**config.mk**
```make
export PLATFORM = sky130hd
export DESIGN_NAME = lfsr_seq_ctrl
export DESIGN_NICKNAME = d
export VERILOG_FILES = /design/src/rtl/lfsr_pkg.sv /design/src/rtl/lfsr_decode.sv /design/src/rtl/lfsr_seq_ctrl.sv
export SDC_FILE = /design/constraint.sdc
export NUM_CORES = 1
export LEC_CHECK = 0
export ABC_AREA = 1
export BUFFER_PORTS_ARGS = -buffer_cell sky130_fd_sc_hd__buf_4
export CAP_MARGIN = 0
export CORE_AREA = 5 5 70 84
export CTS_BUF_LIST = sky130_fd_sc_hd__clkbuf_8 sky130_fd_sc_hd__clkbuf_16
export DETAILED_ROUTE_END_ITERATION = 7
export DIE_AREA = 0 0 75 89
export PLACE_DENSITY_LB_ADDON = 0.05
export SLEW_MARGIN = 10
export SYNTH_ARGS = -nofsm -noshare
export SYNTH_HDL_FRONTEND = slang
export SYNTH_SLANG_ARGS = --single-unit
```
**constraint.sdc**
```tcl
create_clock -name clk -period 1.4 [get_ports clk]
set_input_delay 0.14 -clock clk [delete_from_list [all_inputs] [get_ports clk]]
set_output_delay 0.14 -clock clk [all_outputs]
set_load 0.05 [all_outputs]
```
**src/rtl/lfsr_pkg.sv**
```systemverilog
// Shared opcodes, FSM state encoding and strobe bundle for the LFSR
// pattern-generator instruction sequencer.
package lfsr_pkg;

    localparam int INSTR_W = 14;
    localparam int PC_W    = 8;

    localparam logic [5:0] OP_CFG       = 6'b000001;
    localparam logic [5:0] OP_INIT_L    = 6'b000010;
    localparam logic [5:0] OP_STEP      = 6'b000011;
    localparam logic [5:0] OP_STORE     = 6'b000100;
    localparam logic [5:0] OP_LOAD      = 6'b000101;
    localparam logic [5:0] OP_INIT_ADDR = 6'b000110;
    localparam logic [5:0] OP_ADD_ADDR  = 6'b000111;
    localparam logic [5:0] OP_RUN_N     = 6'b001000;
    localparam logic [5:0] OP_HD_STORE  = 6'b001001;
    localparam logic [5:0] OP_HALT      = 6'b111111;

    typedef enum logic [2:0] {
        ST_IDLE,
        ST_FETCH,
        ST_EXEC,
        ST_B_STEP,
        ST_B_STORE,
        ST_HALT,
        ST_ERR
    } state_t;

    typedef struct packed {
        logic tap_we;
        logic seed_we;
        logic step;
        logic addr_init;
        logic addr_add;
        logic addr_inc;
        logic store_we;
        logic load_we;
        logic hd_store_we;
    } strobe_t;

endpackage

```
**src/rtl/lfsr_decode.sv**
```systemverilog
// Combinational opcode decoder: one-hot datapath strobes plus the
// classification flags the sequencer FSM branches on.
module lfsr_decode
    import lfsr_pkg::*;
(
    input  logic [5:0] opcode,
    input  logic       shamt,
    output strobe_t    strb,
    output logic       is_illegal,
    output logic       is_halt,
    output logic       is_burst
);

    always_comb begin
        strb       = '0;
        is_illegal = 1'b0;
        is_halt    = 1'b0;
        is_burst   = 1'b0;
        unique case (opcode)
            // The tap register is only 7 bits wide, so a set shamt bit is rejected.
            OP_CFG: begin
                if (shamt) begin
                    is_illegal = 1'b1;
                end else begin
                    strb.tap_we = 1'b1;
                end
            end
            OP_INIT_L:    strb.seed_we     = 1'b1;
            OP_STEP:      strb.step        = 1'b1;
            OP_STORE:     strb.store_we    = 1'b1;
            OP_LOAD:      strb.load_we     = 1'b1;
            OP_INIT_ADDR: strb.addr_init   = 1'b1;
            OP_ADD_ADDR:  strb.addr_add    = 1'b1;
            OP_HD_STORE:  strb.hd_store_we = 1'b1;
            OP_RUN_N:     is_burst         = 1'b1;
            OP_HALT:      is_halt          = 1'b1;
            default:      is_illegal       = 1'b1;
        endcase
    end

endmodule

```
**src/rtl/lfsr_seq_ctrl.sv**
```systemverilog
// Instruction sequencer for the LFSR pattern generator: fetches from ROM,
// decodes into one-cycle datapath strobes and runs RUN_STORE_N bursts.
module lfsr_seq_ctrl
    import lfsr_pkg::*;
#(
    parameter int PC_W    = 8,
    parameter int INSTR_W = 14
) (
    input  logic               clk,
    input  logic               rst,
    input  logic               start,
    input  logic               abort,
    input  logic [INSTR_W-1:0] instr,
    output logic [PC_W-1:0]    pc,
    output logic [7:0]         operand,
    output logic               tap_we,
    output logic               seed_we,
    output logic               step,
    output logic               addr_init,
    output logic               addr_add,
    output logic               addr_inc,
    output logic               store_we,
    output logic               load_we,
    output logic               hd_store_we,
    output logic               busy,
    output logic               halted,
    output logic               err
);

    state_t             state_q, state_d;
    logic [PC_W-1:0]    pc_q, pc_d;
    logic [INSTR_W-1:0] ir_q, ir_d;
    logic [7:0]         cnt_q, cnt_d;

    strobe_t dec_strb;
    strobe_t strb;
    logic    is_illegal;
    logic    is_halt;
    logic    is_burst;
    logic [7:0] ir_operand;

    assign ir_operand = ir_q[7:0];

    lfsr_decode u_decode (
        .opcode     (ir_q[13:8]),
        .shamt      (ir_q[7]),
        .strb       (dec_strb),
        .is_illegal (is_illegal),
        .is_halt    (is_halt),
        .is_burst   (is_burst)
    );

    always_comb begin
        state_d = state_q;
        pc_d    = pc_q;
        ir_d    = ir_q;
        cnt_d   = cnt_q;
        if (abort) begin
            state_d = ST_IDLE;
            pc_d    = '0;
        end else begin
            unique case (state_q)
                ST_IDLE, ST_HALT, ST_ERR: begin
                    if (start) begin
                        state_d = ST_FETCH;
                        pc_d    = '0;
                    end
                end
                ST_FETCH: begin
                    ir_d    = instr;
                    state_d = ST_EXEC;
                end
                ST_EXEC: begin
                    // HALT and illegal opcodes leave pc pointing at themselves.
                    if (is_illegal) begin
                        state_d = ST_ERR;
                    end else if (is_halt) begin
                        state_d = ST_HALT;
                    end else if (is_burst && ir_operand != 8'd0) begin
                        cnt_d   = ir_operand;
                        state_d = ST_B_STEP;
                    end else begin
                        pc_d    = pc_q + 1'b1;
                        state_d = ST_FETCH;
                    end
                end
                ST_B_STEP: begin
                    state_d = ST_B_STORE;
                end
                ST_B_STORE: begin
                    cnt_d = cnt_q - 8'd1;
                    if (cnt_q == 8'd1) begin
                        pc_d    = pc_q + 1'b1;
                        state_d = ST_FETCH;
                    end else begin
                        state_d = ST_B_STEP;
                    end
                end
                default: begin
                    state_d = ST_IDLE;
                end
            endcase
        end
    end

    always_ff @(posedge clk or posedge rst) begin
        if (rst) begin
            state_q <= ST_IDLE;
            pc_q    <= '0;
            ir_q    <= '0;
            cnt_q   <= '0;
        end else begin
            state_q <= state_d;
            pc_q    <= pc_d;
            ir_q    <= ir_d;
            cnt_q   <= cnt_d;
        end
    end

    // Strobes depend only on registered state; abort masks them so nothing
    // reaches the datapath in the cycle the sequencer is being torn down.
    always_comb begin
        strb = '0;
        if (!abort) begin
            unique case (state_q)
                ST_EXEC:    strb = dec_strb;
                ST_B_STEP:  strb.step = 1'b1;
                ST_B_STORE: begin
                    strb.store_we = 1'b1;
                    strb.addr_inc = 1'b1;
                end
                default:    strb = '0;
            endcase
        end
    end

    assign tap_we      = strb.tap_we;
    assign seed_we     = strb.seed_we;
    assign step        = strb.step;
    assign addr_init   = strb.addr_init;
    assign addr_add    = strb.addr_add;
    assign addr_inc    = strb.addr_inc;
    assign store_we    = strb.store_we;
    assign load_we     = strb.load_we;
    assign hd_store_we = strb.hd_store_we;

    assign pc      = pc_q;
    assign operand = ir_operand;
    assign busy    = (state_q == ST_FETCH) || (state_q == ST_EXEC) ||
                     (state_q == ST_B_STEP) || (state_q == ST_B_STORE);
    assign halted  = (state_q == ST_HALT);
    assign err     = (state_q == ST_ERR);

endmodule

```
==> flow_metrics.py, run 1 <==
metrics = {
    "clock_tree": {
        "clk_pin_slew_ns": 0.07,
        "clk_latency_ns": 0.29,
        "clock_path_buffers": 2,
        "ctsHtreeMaxLevel": 2,
        "cts_tree": "yes",
        "cts_sinks": 33,
        "cts_buffers": 5,
        "root_buffer": "clkbuf_8",
    },
    "worst_setup_path": {
        "cp.required_ns": 1.26,
        "start_kind": "register",
        "r2r_start": "state_q[2]",
        "cp-startpoint": "state_q[2]",
        "crit_arrival_ns": 1.58,
        "crit_type": "register to output port",
        "path_max_fanout": 3,
        "end_kind": "output port",
    },
    "outcome": {
        "violations": "setup timing",
        "status": "complete, but fails checks",
    },
    "place": {
        "post-place-ws_ns": -0.142,
        "port_buffers": 45,
        "gp_congestion": 0.871,
        "dpl_cell_area_sq_mm": 0.00311,
        "post-dp-hpwl_mm": 4.54,
        "dpl.cell_count": 454,
    },
    "yosys": {
        "synth_fp_nets": 323,
        "synth_seq_cells": 33,
        "yosysUniqueCellTypes": 29,
        "synth_edf_count": 0,
        "synthCells": 302,
        "ys_warn_count": 0,
        "synth.area.mux_share": 0.0209,
        "synth_top_family_by_area": "simple AND/OR/NAND/NOR gates",
        "synth_compound_area_frac": 0.0974,
        "syn_avg_cell_area_sq_um": 7.14,
        "synth_fa_ha_area_frac": 0.0174,
        "yosysSeqAreaShare": 0.383,
        "synth_xor_area_frac": 0.00812,
        "synthFlopType": "dfrtp_1",
        "synth_area_sq_mm": 0.00216,
        "yosys.area_share.simple": 0.365,
        "async_reset_ff_frac": 1.00,
    },
    "final_layout": {
        "design_area_sq_mm": 0.00381,
        "antenna_cells": 0,
        "drive_gt1_frac": 0.561,
        "fillCellCount": 349,
        "final_util": 0.772,
        "nets": 446,
        "layoutNonFillerInstCount": 486,
        "syn2layout_area_growth_pct": 76.7,
    },
    "grt": {
        "antenna_found_initial": 0,
        "grt_first_pass_wirelength_mm": 10.9,
        "overflow": 0,
        "grt_max_degree": 34,
        "grt_pass1_vias": 2386,
        "groute.usage.overall": 0.215,
    },
    "floorplan": {
        "coreArea_sq_mm": 0.00494,
        "ioPinCount": 46,
        "dieArea_sq_mm": 0.00668,
        "die_w_um": 75,
        "dieHeight_um": 89,
        "initial_core_util": 0.437,
        "rows": 28,
    },
    "timing": {
        "setup_ws_ns": -0.324,
        "max_freq_mhz": 580,
        "fin_skew_ns": 0.00483,
        "rsz0062_at_grt": "true",
        "period_share": 1.23,
        "hold_viol": 0,
        "period_needed_ns": 1.72,
        "setup_viol": 39,
        "maxSlewHeadroom": 0.697,
        "worst_pin_slew_ns": 0.455,
        "slew_violations": 0,
    },
    "power": {
        "ir_drop_v": 0.00116,
        "power.density_mw_per_mm2": 2100,
        "power.total_mw": 8.02,
        "p_leak_nw": 1.90,
    },
    "route": {
        "drt_iter0_markers": 78,
        "via_per_inst": 5.03,
        "firstDrtPassIters": 4,
        "num_vias": 2443,
        "wire_per_inst_um": 14.7,
        "drc": 0,
        "postRouteWirelength_mm": 7.12,
        "ant_nets": 0,
    },
    "min_path": {
        "hold_class": "input pin to register",
        "min_from": "instr[1]",
    },
    "run": {
        "cap_viol_max_count": 0,
    },
}
[routing by layer]
layer,vias up,global-route usage,routed length [um]
li1,1210,-,-
met1,1172,0.241,2780
met2,45,0.399,3920
met3,16,0.0371,250
met4,0,0.0809,164
met5,-,0,0
[layout make-up]
class | instances | area, sq um | share of cell area
repair buffers | 131 | 1170 | 0.307
multi-input cells | 219 | 1460 | 0.382
well taps | 60 | 75.1 | 0.0197
flip-flops and latches | 33 | 837 | 0.220
inverters | 35 | 136 | 0.0358
clock buffers | 5 | 68.8 | 0.0181
clock inverters | 3 | 65.1 | 0.0171
[worst paths after layout]
path	slack (ns)	cells after the start	endpoint
worst max register to register	-0.31	11	pc[6]
min in group asynchronous	0.50	4	ir_q[11]
worst max-delay path	-0.32	6	busy
worst min-delay path	0.09	2	ir_q[1]
max in group asynchronous	0.54	4	state_q[2]
worst min register to register	0.53	2	pc[6]
[stage by stage]
step                      setup TNS [ns]  hold WS [ns]
after floorplan                   -0.210         0.268
after global placement             -2.70         0.271
after detailed placement           -3.01         0.276
after CTS                          -6.14        0.0806
after global routing              -10.86        0.0778
final                              -8.04        0.0869
[registers in the layout, summed over array words and instances (netlist names)]
signal   count
ir_q        14
cnt_q        8
pc           8
state_q      3
[power by group]
part / internal [mW] / switching, mW
logic: 2.39 / 2.95
clock network: 0.708 / 0.382
registers: 1.32 / 0.271
total: 4.41 / 3.61
[worst max-delay path: stages, from the launching register on]
cell	delay, ns
dfrtp_2	0.43
buf_4	0.15
buf_4	0.14
nand2_4	0.09
buf_6	0.11
nand4_1	0.16
buf_6	0.21
[synthesized netlist by cell type (4+ instances only)]
cell	n	area (sq um)
dfrtp_1	33	826
mux2_2	4	45.0
o21ai_0	13	65.1
inv_2	4	15.0
buf_2	6	30.0
nor2_1	46	173
nand2_1	79	297
inv_1	31	116
buf_4	8	60.1
a21oi_1	12	60.1
nand2_4	4	45.0
nand3_1	29	145
[cell usage in the layout, fill, tap and decap left out, types with 2 or more instances in the layout]
cell / instances
nor2_1: 31
nor3_1: 2
nand4_1: 3
a21oi_1: 10
inv_1: 22
nor2_4: 15
nand2_2: 21
o21ai_1: 3
nand2_4: 12
o22ai_4: 2
buf_4: 96
clkbuf_8: 5
o21ai_0: 8
buf_8: 4
o211ai_1: 2
ha_1: 2
mux2_2: 4
a21oi_2: 2
dfrtp_1: 24
inv_2: 11
bufinv_16: 2
nand3_4: 6
buf_6: 26
o21ai_2: 5
nor2_2: 3
buf_12: 3
xnor2_1: 2
dfrtp_2: 9
inv_4: 2
nand2_1: 53
nand3_2: 3
nand3_1: 22
[kinds of logic after synthesis]
| family | count (synthesis) |
|---|---|
| mux | 4 |
| xor+xnor | 2 |
| flops | 33 |
| compound gates | 35 |
| simple gates | 175 |
| buf+inv | 50 |
| fa+ha+maj | 3 |
[timing repair]
item,4_1_cts,5_1_grt
hold endpoints to repair,33,0
buffers inserted,12,11
gates cloned,1,0
hold buffers,1,0
pin swaps,16,16
resized for setup,56,51
endpoints found under the setup margin,35,44
(Power assumes the default switching activity.)
==> inputs of run 2 (changes only) <==
Settings changed: CORE_AREA 5 5 70 84 to 5 5 72 87, DIE_AREA 0 0 75 89 to 0 0 77 92, SYNTH_HIERARCHICAL set to 1.
==> flow_metrics.py, run 2 <==
metrics = {
    "outcome": {
        "status": "complete, but fails checks",
        "violations": "setup timing",
    },
    "yosys": {
        "synth_area_sq_mm": 0.00233,
        "synthCells": 341,
        "ys_top_cells_by_count": "nand2_1, nor2_1, inv_1",
        "synthFlopType": "dfrtp_1",
        "yosysUniqueCellTypes": 32,
        "syn_avg_cell_area_sq_um": 6.85,
        "ys_warn_count": 6,
        "synth_fp_nets": 362,
        "synth_top_area_frac": 0.354,
        "synth_seq_cells": 33,
        "yosysMostFrequentCell": "nand2_1",
        "ys_top_cells_by_area": "dfrtp_1, nand2_1, nor2_1, inv_1, nand3_1",
        "synth_top_cell_by_area": "dfrtp_1",
        "yosysSeqAreaShare": 0.354,
        "async_reset_ff_frac": 1.00,
        "synth_edf_count": 0,
    },
    "power": {
        "p_leak_nw": 1.87,
        "ir_drop_v": 0.00131,
        "p_comb_frac": 0.663,
        "power.density_mw_per_mm2": 2140,
        "clockPowerShare": 0.120,
        "p_switching_mw": 3.73,
        "internal_power_mw": 4.25,
        "sw_frac_of_total": 0.467,
        "pwr-share-seq": 0.216,
    },
    "timing": {
        "setup_ws_ns": -0.372,
        "fin_skew_ns": 0.00847,
        "worst_hold_slack_ns": 0.0750,
        "period_share": 1.27,
        "hold_viol": 0,
        "max_freq_mhz": 564,
        "slew_violations": 0,
        "rsz0062_at_grt": "true",
        "period_needed_ns": 1.77,
        "setup_tns_ns": -9.12,
        "setup_viol": 36,
    },
    "grt": {
        "grt_first_pass_wirelength_mm": 11.3,
        "groute.usage.overall": 0.193,
        "antenna_found_initial": 0,
        "grt_pass1_vias": 2515,
        "overflow": 0,
        "grt_max_degree": 34,
    },
    "route": {
        "firstDrtPassIters": 4,
        "drt_iter0_markers": 180,
        "num_vias": 2538,
        "wire_per_inst_um": 13.4,
        "ant_nets": 0,
        "drc": 0,
        "postRouteWirelength_mm": 6.91,
        "via_per_inst": 4.93,
    },
    "final_layout": {
        "largest_reg_flops": 14,
        "largest_register": "ir_q",
        "fillCellCount": 413,
        "drive_gt1_frac": 0.453,
        "layout_commonest_cell": "buf_4",
        "antenna_cells": 0,
        "mostFrequentLayoutCells": "buf_4, nand2_1, inv_1, nor2_1, nand3_1",
        "multi_input_comb_area_sq_mm": 0.00149,
        "syn2layout_area_growth_pct": 59.6,
        "final_util": 0.708,
        "nets": 473,
        "seq_area_sq_um": 836,
    },
    "floorplan": {
        "initial_core_util": 0.444,
        "ioPinCount": 46,
        "coreArea_sq_mm": 0.00526,
        "dieArea_sq_mm": 0.00708,
        "die_w_um": 77,
        "dieHeight_um": 92,
        "rows": 29,
    },
    "place": {
        "post-place-ws_ns": -0.283,
        "gp_congestion": 0.897,
        "port_buffers": 45,
        "post-dp-hpwl_mm": 4.49,
    },
    "clock_tree": {
        "cts_tree": "yes",
        "cts_sinks": 33,
        "clk_latency_ns": 0.29,
        "clock_path_buffers": 2,
        "ctsHtreeMaxLevel": 2,
        "cts_buffers": 5,
        "clk_pin_slew_ns": 0.07,
        "root_buffer": "clkbuf_8",
    },
    "worst_setup_path": {
        "end_kind": "register",
        "path_max_fanout": 7,
        "crit_type": "register to register",
        "cp.required_ns": 1.58,
        "max_stage_delay_ns": 0.45,
        "critPathSlowestCell": "dfrtp_2",
        "cp.buffers_inverters": 2,
        "cpMostUsedCell": "nor2_1",
        "critical_path.top_delay_family": "simple AND/OR/NAND/NOR gates",
        "start_kind": "register",
        "crit_arrival_ns": 1.96,
        "path_cells": "inv_2, nor2_1, nand3_1, nand3_1, nor3_2, nor2_1, nor2_1, nand3b_4, inv_4, nand2_1, nand2_1",
    },
    "min_path": {
        "hold_class": "input pin to register",
    },
    "run": {
        "cap_viol_max_count": 0,
    },
}
==> run 2: power by group through the flow <==
stage / registers [mW] / clock network [mW] / logic, mW
2_1_floorplan: 1.66 / 0 / 2.71
3_3_place_gp: 1.70 / 0 / 4.01
3_5_place_dp: 1.70 / 0 / 4.04
4_1_cts: 1.72 / 0.970 / 4.82
5_1_grt: 1.79 / 1.00 / 5.74
6_report: 1.73 / 0.957 / 5.29
==> run 2: cells by family after synthesis <==
kind of cell    after synthesis  synth area share
flops                        33             0.354
xor+xnor                      1           0.00375
buf+inv                      63             0.125
fa+ha+maj                     3            0.0161
other cells                   1           0.00161
simple gates                205             0.404
mux                           6            0.0289
compound gates               29            0.0665
==> run 2: area by class of cell <==
| class | count | area share |
|---|---|---|
| Sequential cell | 33 | 0.224 |
| Clock inverter | 2 | 0.0101 |
| Clock buffer | 6 | 0.0222 |
| Tap cell | 62 | 0.0208 |
| Inverter | 49 | 0.0534 |
| Timing Repair Buffer | 117 | 0.269 |
| Multi-Input combinational cell | 246 | 0.400 |
==> run 2: metrics by stage <==
step	power, mW	area (sq um)	instances
final	7.97	3730	515
after global routing	8.53	3730	515
after CTS	7.51	3580	508
after detailed placement	5.74	3100	483
after global placement	5.71	3100	483
after floorplan	4.37	2410	341
==> run 2: layer usage <==
metal | vias to the layer above | wire length, um | track usage
met3 | 10 | 200 | 0.0265
met2 | 53 | 3700 | 0.347
met4 | 0 | 117 | 0.0645
li1 | 1297 | - | -
met5 | - | 0 | 0
met1 | 1178 | 2890 | 0.234
==> run 2: worst paths after layout <==
| check | endpoint | cells after the start | startpoint | slack [ns] |
|---|---|---|---|---|
| min in group asynchronous | ir_q[2] | 4 | rst | 0.51 |
| hold / removal | ir_q[10] | 2 | instr[10] | 0.08 |
| setup / recovery | cnt_q[1] | 11 | ir_q[11] | -0.37 |
| setup reg to reg | cnt_q[1] | 11 | ir_q[11] | -0.37 |
| hold reg to reg | cnt_q[1] | 2 | cnt_q[1] | 0.51 |
| max in group asynchronous | pc[0] | 4 | rst | 0.55 |
==> run 2: timing repair <==
item / 4_1_cts / 5_1_grt
pin swaps: 18 / 17
endpoints found under the setup margin: 31 / 40
hold buffers: 1 / 0
endpoints found under the hold margin: 33 / 0
gates resized for setup: 58 / 26
buffers inserted: 15 / 7
cloned: 1 / 0
==> inputs of run 3 (changes only) <==
Settings changed: ABC_AREA 1 to not set, CORE_AREA 5 5 72 87 to 5 5 69 83, DIE_AREA 0 0 77 92 to 0 0 74 88.
==> flow_metrics.py, run 3 <==
metrics = {
    "outcome": {
        "status": "complete, but fails checks",
        "violations": "setup timing",
    },
    "place": {
        "post-dp-hpwl_mm": 4.11,
        "port_buffers": 45,
        "gp_congestion": 0.817,
        "post-place-ws_ns": -0.685,
    },
    "timing": {
        "setup_ws_ns": -0.604,
        "max_freq_mhz": 499,
        "hold_viol": 0,
        "setup_viol": 45,
        "fin_skew_ns": 0.0120,
        "period_share": 1.43,
        "slew_violations": 0,
        "period_needed_ns": 2.00,
        "rsz0062_at_grt": "true",
    },
    "route": {
        "drt_iter0_markers": 102,
        "drc": 0,
        "via_per_inst": 5.33,
        "postRouteWirelength_mm": 6.29,
        "num_vias": 2224,
        "firstDrtPassIters": 4,
        "ant_nets": 0,
        "wire_per_inst_um": 15.1,
    },
    "yosys": {
        "synth_fp_nets": 253,
        "synth_seq_cells": 33,
        "syn_avg_cell_area_sq_um": 9.02,
        "synth_top_area_frac": 0.395,
        "synthCells": 232,
        "yosysSeqAreaShare": 0.395,
        "async_reset_ff_frac": 1.00,
        "ys_top_cells_by_area": "dfrtp_1, mux2_1, nor2_1, o21ai_1, o31ai_2",
        "yosysMostFrequentCell": "nor2_1",
        "synthFlopType": "dfrtp_1",
        "synth_xor_area_frac": 0.0126,
        "synth_compound_area_frac": 0.178,
        "synth_fa_ha_area_frac": 0.0179,
        "synth.area.mux_share": 0.0807,
        "synth_top_cell_by_area": "dfrtp_1",
        "ys_warn_count": 6,
        "ys_top_cells_by_count": "nor2_1, dfrtp_1, o21ai_1",
        "yosysUniqueCellTypes": 47,
        "yosys.area_share.simple": 0.240,
        "synth_edf_count": 0,
        "synth_area_sq_mm": 0.00209,
        "synth_top_family_by_area": "simple AND/OR/NAND/NOR gates",
    },
    "clock_tree": {
        "cts_sinks": 33,
        "clk_pin_slew_ns": 0.08,
        "ctsHtreeMaxLevel": 2,
        "clock_path_buffers": 2,
        "root_buffer": "clkbuf_8",
        "cts_buffers": 5,
        "clk_latency_ns": 0.30,
        "cts_tree": "yes",
    },
    "worst_setup_path": {
        "r2r_start": "cnt_q[3]",
        "max_stage_delay_ns": 0.57,
        "path_max_fanout": 3,
        "start_kind": "register",
        "cpMostUsedCell": "or4_4",
        "cp.buffers_inverters": 2,
        "r2r_end": "state_q[1]",
        "crit_type": "register to register",
        "reg2reg_setup_slack_ns": -0.60,
        "end_kind": "register",
        "crit_arrival_ns": 2.19,
        "cp.required_ns": 1.58,
        "critPathSlowestCell": "or4_4",
        "critical_path.top_delay_family": "simple AND/OR/NAND/NOR gates",
        "reg2regPathDepth": 6,
        "path_cells": "or4_4, buf_4, buf_6, or4_4, o2111ai_2, a31oi_1",
    },
    "min_path": {
        "hold_class": "input pin to register",
        "min_from": "instr[5]",
        "whs_path_depth": 2,
        "timing.hold.worst_endpoint": "ir_q[5]",
    },
    "floorplan": {
        "dieArea_sq_mm": 0.00651,
        "rows": 28,
        "dieHeight_um": 88,
        "coreArea_sq_mm": 0.00487,
        "ioPinCount": 46,
        "initial_core_util": 0.430,
        "die_w_um": 74,
    },
    "grt": {
        "grt_pass1_vias": 2186,
        "overflow": 0,
        "grt_max_degree": 34,
        "antenna_found_initial": 0,
        "groute.usage.overall": 0.190,
        "grt_first_pass_wirelength_mm": 9.69,
    },
    "run": {
        "cap_viol_max_count": 0,
    },
    "final_layout": {
        "mostFrequentLayoutCells": "buf_4, dfrtp_1, nor2_1, buf_6, mux2_4",
        "drive_gt1_frac": 0.641,
        "final_util": 0.763,
        "syn2layout_area_growth_pct": 77.6,
        "layout_commonest_cell": "buf_4",
        "antenna_cells": 0,
        "nets": 377,
        "largest_reg_flops": 14,
        "largest_register": "ir_q",
    },
    "power": {
        "p_leak_nw": 1.68,
        "power.density_mw_per_mm2": 1870,
        "ir_drop_v": 0.00146,
    },
}
-- run 3: logic make-up after synthesis --
kind of cell / after synthesis
AO/OA/AOI/OAI: 54
XOR/XNOR: 3
adder cells (fa/ha/maj): 3
buffers and inverters: 27
flip-flops: 33
multiplexers: 15
other: 1
AND/OR/NAND/NOR: 96
-- run 3: final cells by class --
class / count / area (sq um)
Timing Repair Buffer: 135 / 1210
Clock inverter: 3 / 17.5
Inverter: 8 / 37.5
Tap cell: 60 / 75.1
Clock buffer: 5 / 68.8
Multi-Input combinational cell: 173 / 1480
Fill cell: 358 / 1150
Sequential cell: 33 / 831
-- run 3: power breakdown --
| part | switching [mW] | leakage, nW | total, mW | internal [mW] |
|---|---|---|---|---|
| sequential | 0.279 | 0.413 | 1.58 | 1.30 |
| combinational | 2.29 | 1.23 | 4.64 | 2.35 |
| clock | 0.397 | 0.0439 | 0.740 | 0.343 |
| total | 2.97 | 1.68 | 6.97 | 4.00 |
-- run 3: worst max path at each step --
stage | startpoint | end | slack, ns | cells after the start
floorplan | ir_q[9] | pc[2] | -0.64 | 7
global placement | ir_q[8] | pc[7] | -0.65 | 8
detailed placement | ir_q[9] | pc[5] | -0.68 | 7
CTS | cnt_q[3] | pc[5] | -0.59 | 6
global route | ir_q[9] | cnt_q[0] | -0.65 | 7
finish | cnt_q[3] | state_q[1] | -0.60 | 6
-- run 3: layer usage --
layer  vias to the layer above  track usage  wire length (um)
met5                         -            0                 0
met4                         0       0.0593               106
met3                        10       0.0390               245
met2                        50        0.346              3380
met1                      1079        0.219              2560
li1                       1085            -                 -
-- run 3: through the flow --
stage / cell area [sq um] / hold slack [ns] / TNS [ns] / power, mW / std cells
2_1_floorplan: 2260 / 0.269 / -12.04 / 3.89 / 232
3_3_place_gp: 3030 / 0.266 / -15.53 / 5.16 / 386
3_5_place_dp: 3030 / 0.267 / -16.30 / 5.20 / 386
4_1_cts: 3420 / 0.0578 / -17.40 / 6.33 / 402
5_1_grt: 3710 / 0.0679 / -21.16 / 7.37 / 417
6_report: 3710 / 0.0726 / -18.22 / 6.97 / 417
-- run 3: timing repair --
action,in CTS,in global routing
hold buffers,1,0
gates resized for setup,64,46
setup buffers,7,15
endpoints found under the setup margin,45,45
cloned,1,1
hold endpoints to repair,33,0
pin swaps,22,23
